[src/rtl/dmem_pkg.sv]
// Shared types and helpers for the data-memory access controller.
// Size encodings, FSM states, read-latency bounds and store lane helpers.
package dmem_pkg;

  localparam logic [1:0] SZ_BYTE = 2'b00;
  localparam logic [1:0] SZ_HALF = 2'b01;
  localparam logic [1:0] SZ_WORD = 2'b10;

  localparam int RD_LAT_MIN = 1;
  localparam int RD_LAT_MAX = 4;
  localparam int CNT_W      = 3;

  typedef enum logic [1:0] {
    IDLE = 2'b00,
    WAIT = 2'b01,
    DONE = 2'b10
  } state_t;

  // Reserved size counts as misaligned so it never reaches the RAM.
  function automatic logic misaligned(input logic [1:0] sz, input logic [1:0] off);
    logic bad;
    case (sz)
      SZ_BYTE: bad = 1'b0;
      SZ_HALF: bad = off[0];
      SZ_WORD: bad = (off != 2'b00);
      default: bad = 1'b1;
    endcase
    return bad;
  endfunction

  function automatic logic [3:0] lane_mask(input logic [1:0] sz, input logic [1:0] off);
    logic [3:0] m;
    case (sz)
      SZ_BYTE: m = 4'b0001 << off;
      SZ_HALF: m = off[1] ? 4'b1100 : 4'b0011;
      SZ_WORD: m = 4'b1111;
      default: m = 4'b0000;
    endcase
    return m;
  endfunction

  function automatic logic [31:0] repl_wdata(input logic [1:0] sz, input logic [31:0] d);
    logic [31:0] r;
    case (sz)
      SZ_BYTE: r = {4{d[7:0]}};
      SZ_HALF: r = {2{d[15:0]}};
      default: r = d;
    endcase
    return r;
  endfunction

endpackage

[src/rtl/dmem_load_align.sv]
// Load data alignment: selects the addressed byte/halfword lane from the
// RAM word and sign- or zero-extends it to 32 bits.
module load_align
  import dmem_pkg::*;
(
  input  logic [1:0]  size,
  input  logic [1:0]  off,
  input  logic        sext,
  input  logic [31:0] word,
  output logic [31:0] data
);

  logic [7:0]  byte_s;
  logic [15:0] half_s;

  // Lane select and extension.
  always_comb begin
    byte_s = 8'h00;
    half_s = 16'h0000;
    data   = word;
    case (off)
      2'd0:    byte_s = word[7:0];
      2'd1:    byte_s = word[15:8];
      2'd2:    byte_s = word[23:16];
      2'd3:    byte_s = word[31:24];
      default: byte_s = 8'h00;
    endcase
    if (off[1]) begin
      half_s = word[31:16];
    end else begin
      half_s = word[15:0];
    end
    case (size)
      SZ_BYTE: data = {{24{sext & byte_s[7]}}, byte_s};
      SZ_HALF: data = {{16{sext & half_s[15]}}, half_s};
      default: data = word;
    endcase
  end

endmodule

[src/rtl/dmem_ctrl.sv]
// Data-memory access controller: byte/half/word loads and stores onto a
// word-addressed synchronous RAM, stalling loads for the RAM read latency.
module dmem_ctrl
  import dmem_pkg::*;
#(
  parameter int ADDR_W = 10,
  parameter int RD_LAT = 1
) (
  input  logic              clk,
  input  logic              rst,
  input  logic              req,
  input  logic              we,
  input  logic [1:0]        size,
  input  logic              sign_ext,
  input  logic [31:0]       addr,
  input  logic [31:0]       wdata,
  output logic [31:0]       rdata,
  output logic              stall,
  output logic              addr_err,
  output logic              mem_en,
  output logic [3:0]        mem_we,
  output logic [ADDR_W-1:0] mem_addr,
  output logic [31:0]       mem_wdata,
  input  logic [31:0]       mem_rdata
);

  localparam int LAT_CLAMP = (RD_LAT < RD_LAT_MIN) ? RD_LAT_MIN :
                             (RD_LAT > RD_LAT_MAX) ? RD_LAT_MAX : RD_LAT;
  localparam logic [CNT_W-1:0] LAT_C   = CNT_W'(LAT_CLAMP);
  localparam logic [CNT_W-1:0] CNT_ONE = CNT_W'(1);
  localparam logic [CNT_W-1:0] CNT_ZRO = CNT_W'(0);

  state_t           state_r;
  state_t           state_nx_s;
  logic [CNT_W-1:0] cnt_r;
  logic [1:0]       size_r;
  logic [1:0]       off_r;
  logic             sext_r;
  logic [31:0]      rdata_r;
  logic [31:0]      align_s;
  logic             load_go_s;
  logic             unused_addr_s;

  assign mem_addr      = addr[ADDR_W+1:2];
  assign mem_wdata     = repl_wdata(size, wdata);
  assign rdata         = rdata_r;
  assign unused_addr_s = ^{addr[31:ADDR_W+2]};

  load_align u_align (
    .size (size_r),
    .off  (off_r),
    .sext (sext_r),
    .word (mem_rdata),
    .data (align_s)
  );

  // Next-state and combinational RAM/pipeline controls; reset masks everything.
  always_comb begin
    state_nx_s = state_r;
    stall      = 1'b0;
    addr_err   = 1'b0;
    mem_en     = 1'b0;
    mem_we     = 4'b0000;
    load_go_s  = 1'b0;
    if (rst) begin
      state_nx_s = IDLE;
    end else begin
      case (state_r)
        IDLE: begin
          if (!req) begin
            state_nx_s = IDLE;
          end else if (misaligned(size, addr[1:0])) begin
            addr_err = 1'b1;
          end else if (we) begin
            mem_en = 1'b1;
            mem_we = lane_mask(size, addr[1:0]);
          end else begin
            mem_en     = 1'b1;
            stall      = 1'b1;
            load_go_s  = 1'b1;
            state_nx_s = WAIT;
          end
        end
        WAIT: begin
          stall = 1'b1;
          if (cnt_r == CNT_ONE) begin
            state_nx_s = DONE;
          end else begin
            state_nx_s = WAIT;
          end
        end
        // A request seen here belongs to the load that just completed.
        DONE:    state_nx_s = IDLE;
        default: state_nx_s = IDLE;
      endcase
    end
  end

  // State, latency counter, latched load attributes and result register.
  always_ff @(posedge clk) begin
    if (rst) begin
      state_r <= IDLE;
      cnt_r   <= CNT_ZRO;
      size_r  <= SZ_BYTE;
      off_r   <= 2'b00;
      sext_r  <= 1'b0;
      rdata_r <= 32'h0000_0000;
    end else begin
      state_r <= state_nx_s;
      if (load_go_s) begin
        size_r <= size;
        off_r  <= addr[1:0];
        sext_r <= sign_ext;
        cnt_r  <= LAT_C;
      end else if (state_r == WAIT) begin
        cnt_r <= cnt_r - CNT_ONE;
        if (cnt_r == CNT_ONE) begin
          rdata_r <= align_s;
        end
      end
    end
  end

endmodule

[config.mk]
export PLATFORM = sky130hd
export DESIGN_NAME = dmem_ctrl
export DESIGN_NICKNAME = d
export VERILOG_FILES = /design/src/rtl/dmem_pkg.sv /design/src/rtl/dmem_load_align.sv /design/src/rtl/dmem_ctrl.sv
export SDC_FILE = /design/constraint.sdc
export NUM_CORES = 1
export LEC_CHECK = 0
export CAP_MARGIN = 10
export CORE_ASPECT_RATIO = 1.25
export CORE_MARGIN = 1
export CORE_UTILIZATION = 39
export DETAILED_ROUTE_END_ITERATION = 6
export PLACE_DENSITY = 0.82
export SKIP_LAST_GASP = 1
export SLEW_MARGIN = 20
export SYNTH_ARGS = -nofsm -noshare
export SYNTH_HDL_FRONTEND = slang
export SYNTH_HIERARCHICAL = 1
export SYNTH_SLANG_ARGS = --single-unit
[constraint.sdc]
create_clock -name clk -period 2.2 [get_ports clk]
set_input_delay 0.44 -clock clk [delete_from_list [all_inputs] [get_ports clk]]
set_output_delay 0.44 -clock clk [all_outputs]
set_load 0.1 [all_outputs]
==> results_dict.tcl <==
set metrics [dict create \
    synth-async-reset-ratio_pct 0 \
    placed_cells 628 \
    drc 0 \
    fin_hold_ws_ns 0.458 \
    worst_pin_slew_ns 0.495 \
    cp_slowest_cell "or4b_4" \
    ys_ff_latch 42 \
    maxCapViolCount 0 \
    grt_max_degree 49 \
    synthToLayoutAreaGrowth_pct 65.0 \
    track_usage_pct 24.6 \
    worstHoldStart "rdata[4]" \
    grt_setup_unrepaired "true" \
    ys_warn_count 6 \
    die_h_um 104 \
    drive_gt1_share_pct 34.6 \
    cp_slowest_stage_delay_ns 0.51 \
    tritoncts "done" \
    grt_pass1_wl_um 17400 \
    antenna_found_initial 0 \
    avgRoutedWirePerCell_um 16.9 \
    reg2regPathDepth 6 \
    vias 3590 \
    num_io_pins 184 \
    max_slew_margin_pct 67.0 \
    arrival_ns 1.95 \
    timing.final.hold_violations 0 \
    dp_hpwl_um 8250 \
    clockRootBuffer "clkbuf_8" \
    period_needed_ns 2.39 \
    irDropWorstVdd_v 0.000260 \
    stdcell_count 639 \
    holdPathStages 2 \
    p_per_area_mw_per_mm2 457 \
    diodes 0 \
    fp-row-count 36 \
    htree_num_levels 2 \
    fin_nets 648 \
    slew_violations 0 \
    viasPerCell 5.62 \
    worstPathRequired_ns 1.76 \
    path_clk_slew_ns 0.08 \
    overflow 0 \
    period_share_pct 108 \
    gp_congestion 0.885 \
    cp-end-kind "primary output" \
    fmax_mhz 419 \
    holdCritPathClass "reg -> reg" \
    port_buffers 143 \
    synth_edf_count 0 \
    status "complete, but fails checks" \
    drt_iter0_drc 181 \
    synth.distinct_cells 42 \
    syn_avg_cell_area_um2 7.89 \
    clock_path_buffers 2 \
    core_mm2 0.00793 \
    path_class "reg -> out" \
    worstSetupStartpointType "register" \
    syn_area_mm2 0.00326 \
    setup-violations-final 4 \
    r2r_slack_ns 0.44 \
    crit_fanout 4 \
    worst_slack_ns -0.185 \
    die_w_um 83.7 \
    rr_startpoint "size_r[1]" \
    grt_pass1_vias 3699 \
    die_area_mm2 0.00872 \
    seq_area_frac_synth_pct 25.8 \
    cp_cell_sequence "or4b_4, or2_4, a2111oi_4, buf_12" \
    synth_cells 413 \
    leakagePower_uw 0.00208 \
    violations "negative setup slack" \
    syn_nets 518 \
    skew_ns 0.00553 \
    clock_latency_ns 0.30 \
    worstHoldEndpoint "rdata[4]" \
    synthFlopType "dfxtp_1" \
    worstReg2RegEnd "rdata[8]" \
    postRouteAntennaNets 0 \
    start_util_pct 41.1 \
    cts_num_sinks 42 \
    firstDrtPassIters 4 \
    drt_wl_total_um 10800 \
    cts_made_buffers 5 \
]
kinds of logic after synthesis:
group	share of synthesized area, %
DFF	25.8
adders and majority gates	0.768
xor gates and xnor gates	0.807
buffers and inverters	11.7
AOI/OAI and AO/OA	22.9
muxes	15.5
and+or+nand+nor	22.6
Yosys cell counts (2+ instances only):
master | instances | area share [%]
nand2_1 | 97 | 11
a21oi_1 | 45 | 6.9
dfxtp_1 | 42 | 26
buf_4 | 23 | 5.3
clkbuf_1 | 22 | 2.5
nor2b_1 | 18 | 3.5
mux2_2 | 17 | 5.9
mux2i_1 | 14 | 4.3
nor2_1 | 13 | 1.5
o21ai_0 | 13 | 2.0
nand2b_1 | 11 | 2.1
o211ai_2 | 10 | 3.8
buf_2 | 8 | 1.2
a211oi_1 | 7 | 1.6
inv_1 | 7 | 0.81
mux4_2 | 7 | 4.8
o211ai_1 | 7 | 1.6
o22ai_1 | 7 | 1.3
nor3_1 | 6 | 0.92
buf_6 | 5 | 1.7
o221ai_1 | 5 | 1.3
o221ai_2 | 3 | 1.4
xor2_1 | 3 | 0.81
a31oi_1 | 2 | 0.38
ha_1 | 2 | 0.77
nor3b_1 | 2 | 0.46
nor4b_1 | 2 | 0.54
power breakdown:
part           internal (µW)  total [µW]  switching, µW  leakage [µW]
Sequential               771         782           11.3      0.000340
Combinational            481        1170            686       0.00170
Clock                    223         509            286     0.0000441
Total                   1470        2460            984       0.00208
layer usage:
metal	track usage, %	part of all wire (%)
met5	0	0
met4	11.7	3.7
met3	7.46	11
met2	44.3	50
met1	25.8	35
worst max-delay path, delay by kind of cell, from the launching register on:
family	cells	cell delay [ns]
AND/OR/NAND/NOR	2	0.83
AO/OA/AOI/OAI	1	0.25
flip-flops	1	0.34
buffers and inverters	1	0.22
per-stage QoR:
step | utilization (%) | area, µm² | setup slack [ns] | power, µW | TNS, ns
2_1_floorplan | - | 3390 | -0.608 | 1580 | -2.67
3_3_place_gp | 65.5 | 5190 | -0.466 | 1930 | -2.62
3_5_place_dp | 65.5 | 5190 | -0.476 | 1950 | -3.41
4_1_cts | 67.5 | 5350 | -0.201 | 2470 | -0.532
5_1_grt | 67.8 | 5370 | -0.223 | 2550 | -0.737
6_report | 67.8 | 5370 | -0.185 | 2460 | -0.574
sequential cells by signal (all words and copies together), names as in the netlist:
| register | count |
|---|---|
| sext_r | 1 |
| off_r | 2 |
| size_r | 2 |
| state_r | 2 |
| rdata | 32 |
| cnt_r | 3 |
repair_timing:
action / in CTS / in global routing
hold buffers: 0 / 0
buffers inserted: 2 / 1
pin swaps: 5 / 3
resized for setup: 20 / 6
endpoints found under the setup margin: 21 / 7
worst max-delay path by stage:
stage	startpoint	end	slack, ns	cells after the start
after floorplan	rst	mem_we[0]	-0.61	3
after global placement	req	mem_we[0]	-0.47	5
after detailed placement	req	mem_we[0]	-0.48	5
after CTS	state_r[1]	mem_we[0]	-0.20	4
after global routing	state_r[1]	mem_we[0]	-0.22	4
final	state_r[1]	mem_we[0]	-0.19	4
cell type report:
type	instances	area [µm²]
clock buffers	5	68.8
clock inverters	3	21.3
fillers	632	2550
inverters	7	26.3
multi-input cells	305	2250
flip-flops and latches	42	843
well taps	95	119
repair buffers	182	2050
layout by cell type (no fill, tap or decap), types with 4 or more instances in the layout:
cell type,count
a211oi_1,7
a21oi_1,43
buf_12,40
buf_4,67
clkbuf_8,5
clkdlybuf4s50_1,66
dfxtp_1,40
inv_1,7
mux2_2,16
mux2i_1,14
mux4_2,7
nand2_1,97
nand2b_1,11
nor2_1,10
nor2b_1,17
nor3_4,4
o211ai_1,7
o211ai_2,10
o21ai_0,4
o21ai_4,8
o221ai_1,5
o22ai_1,7
Note: power is estimated with default switching activity, not from simulation.
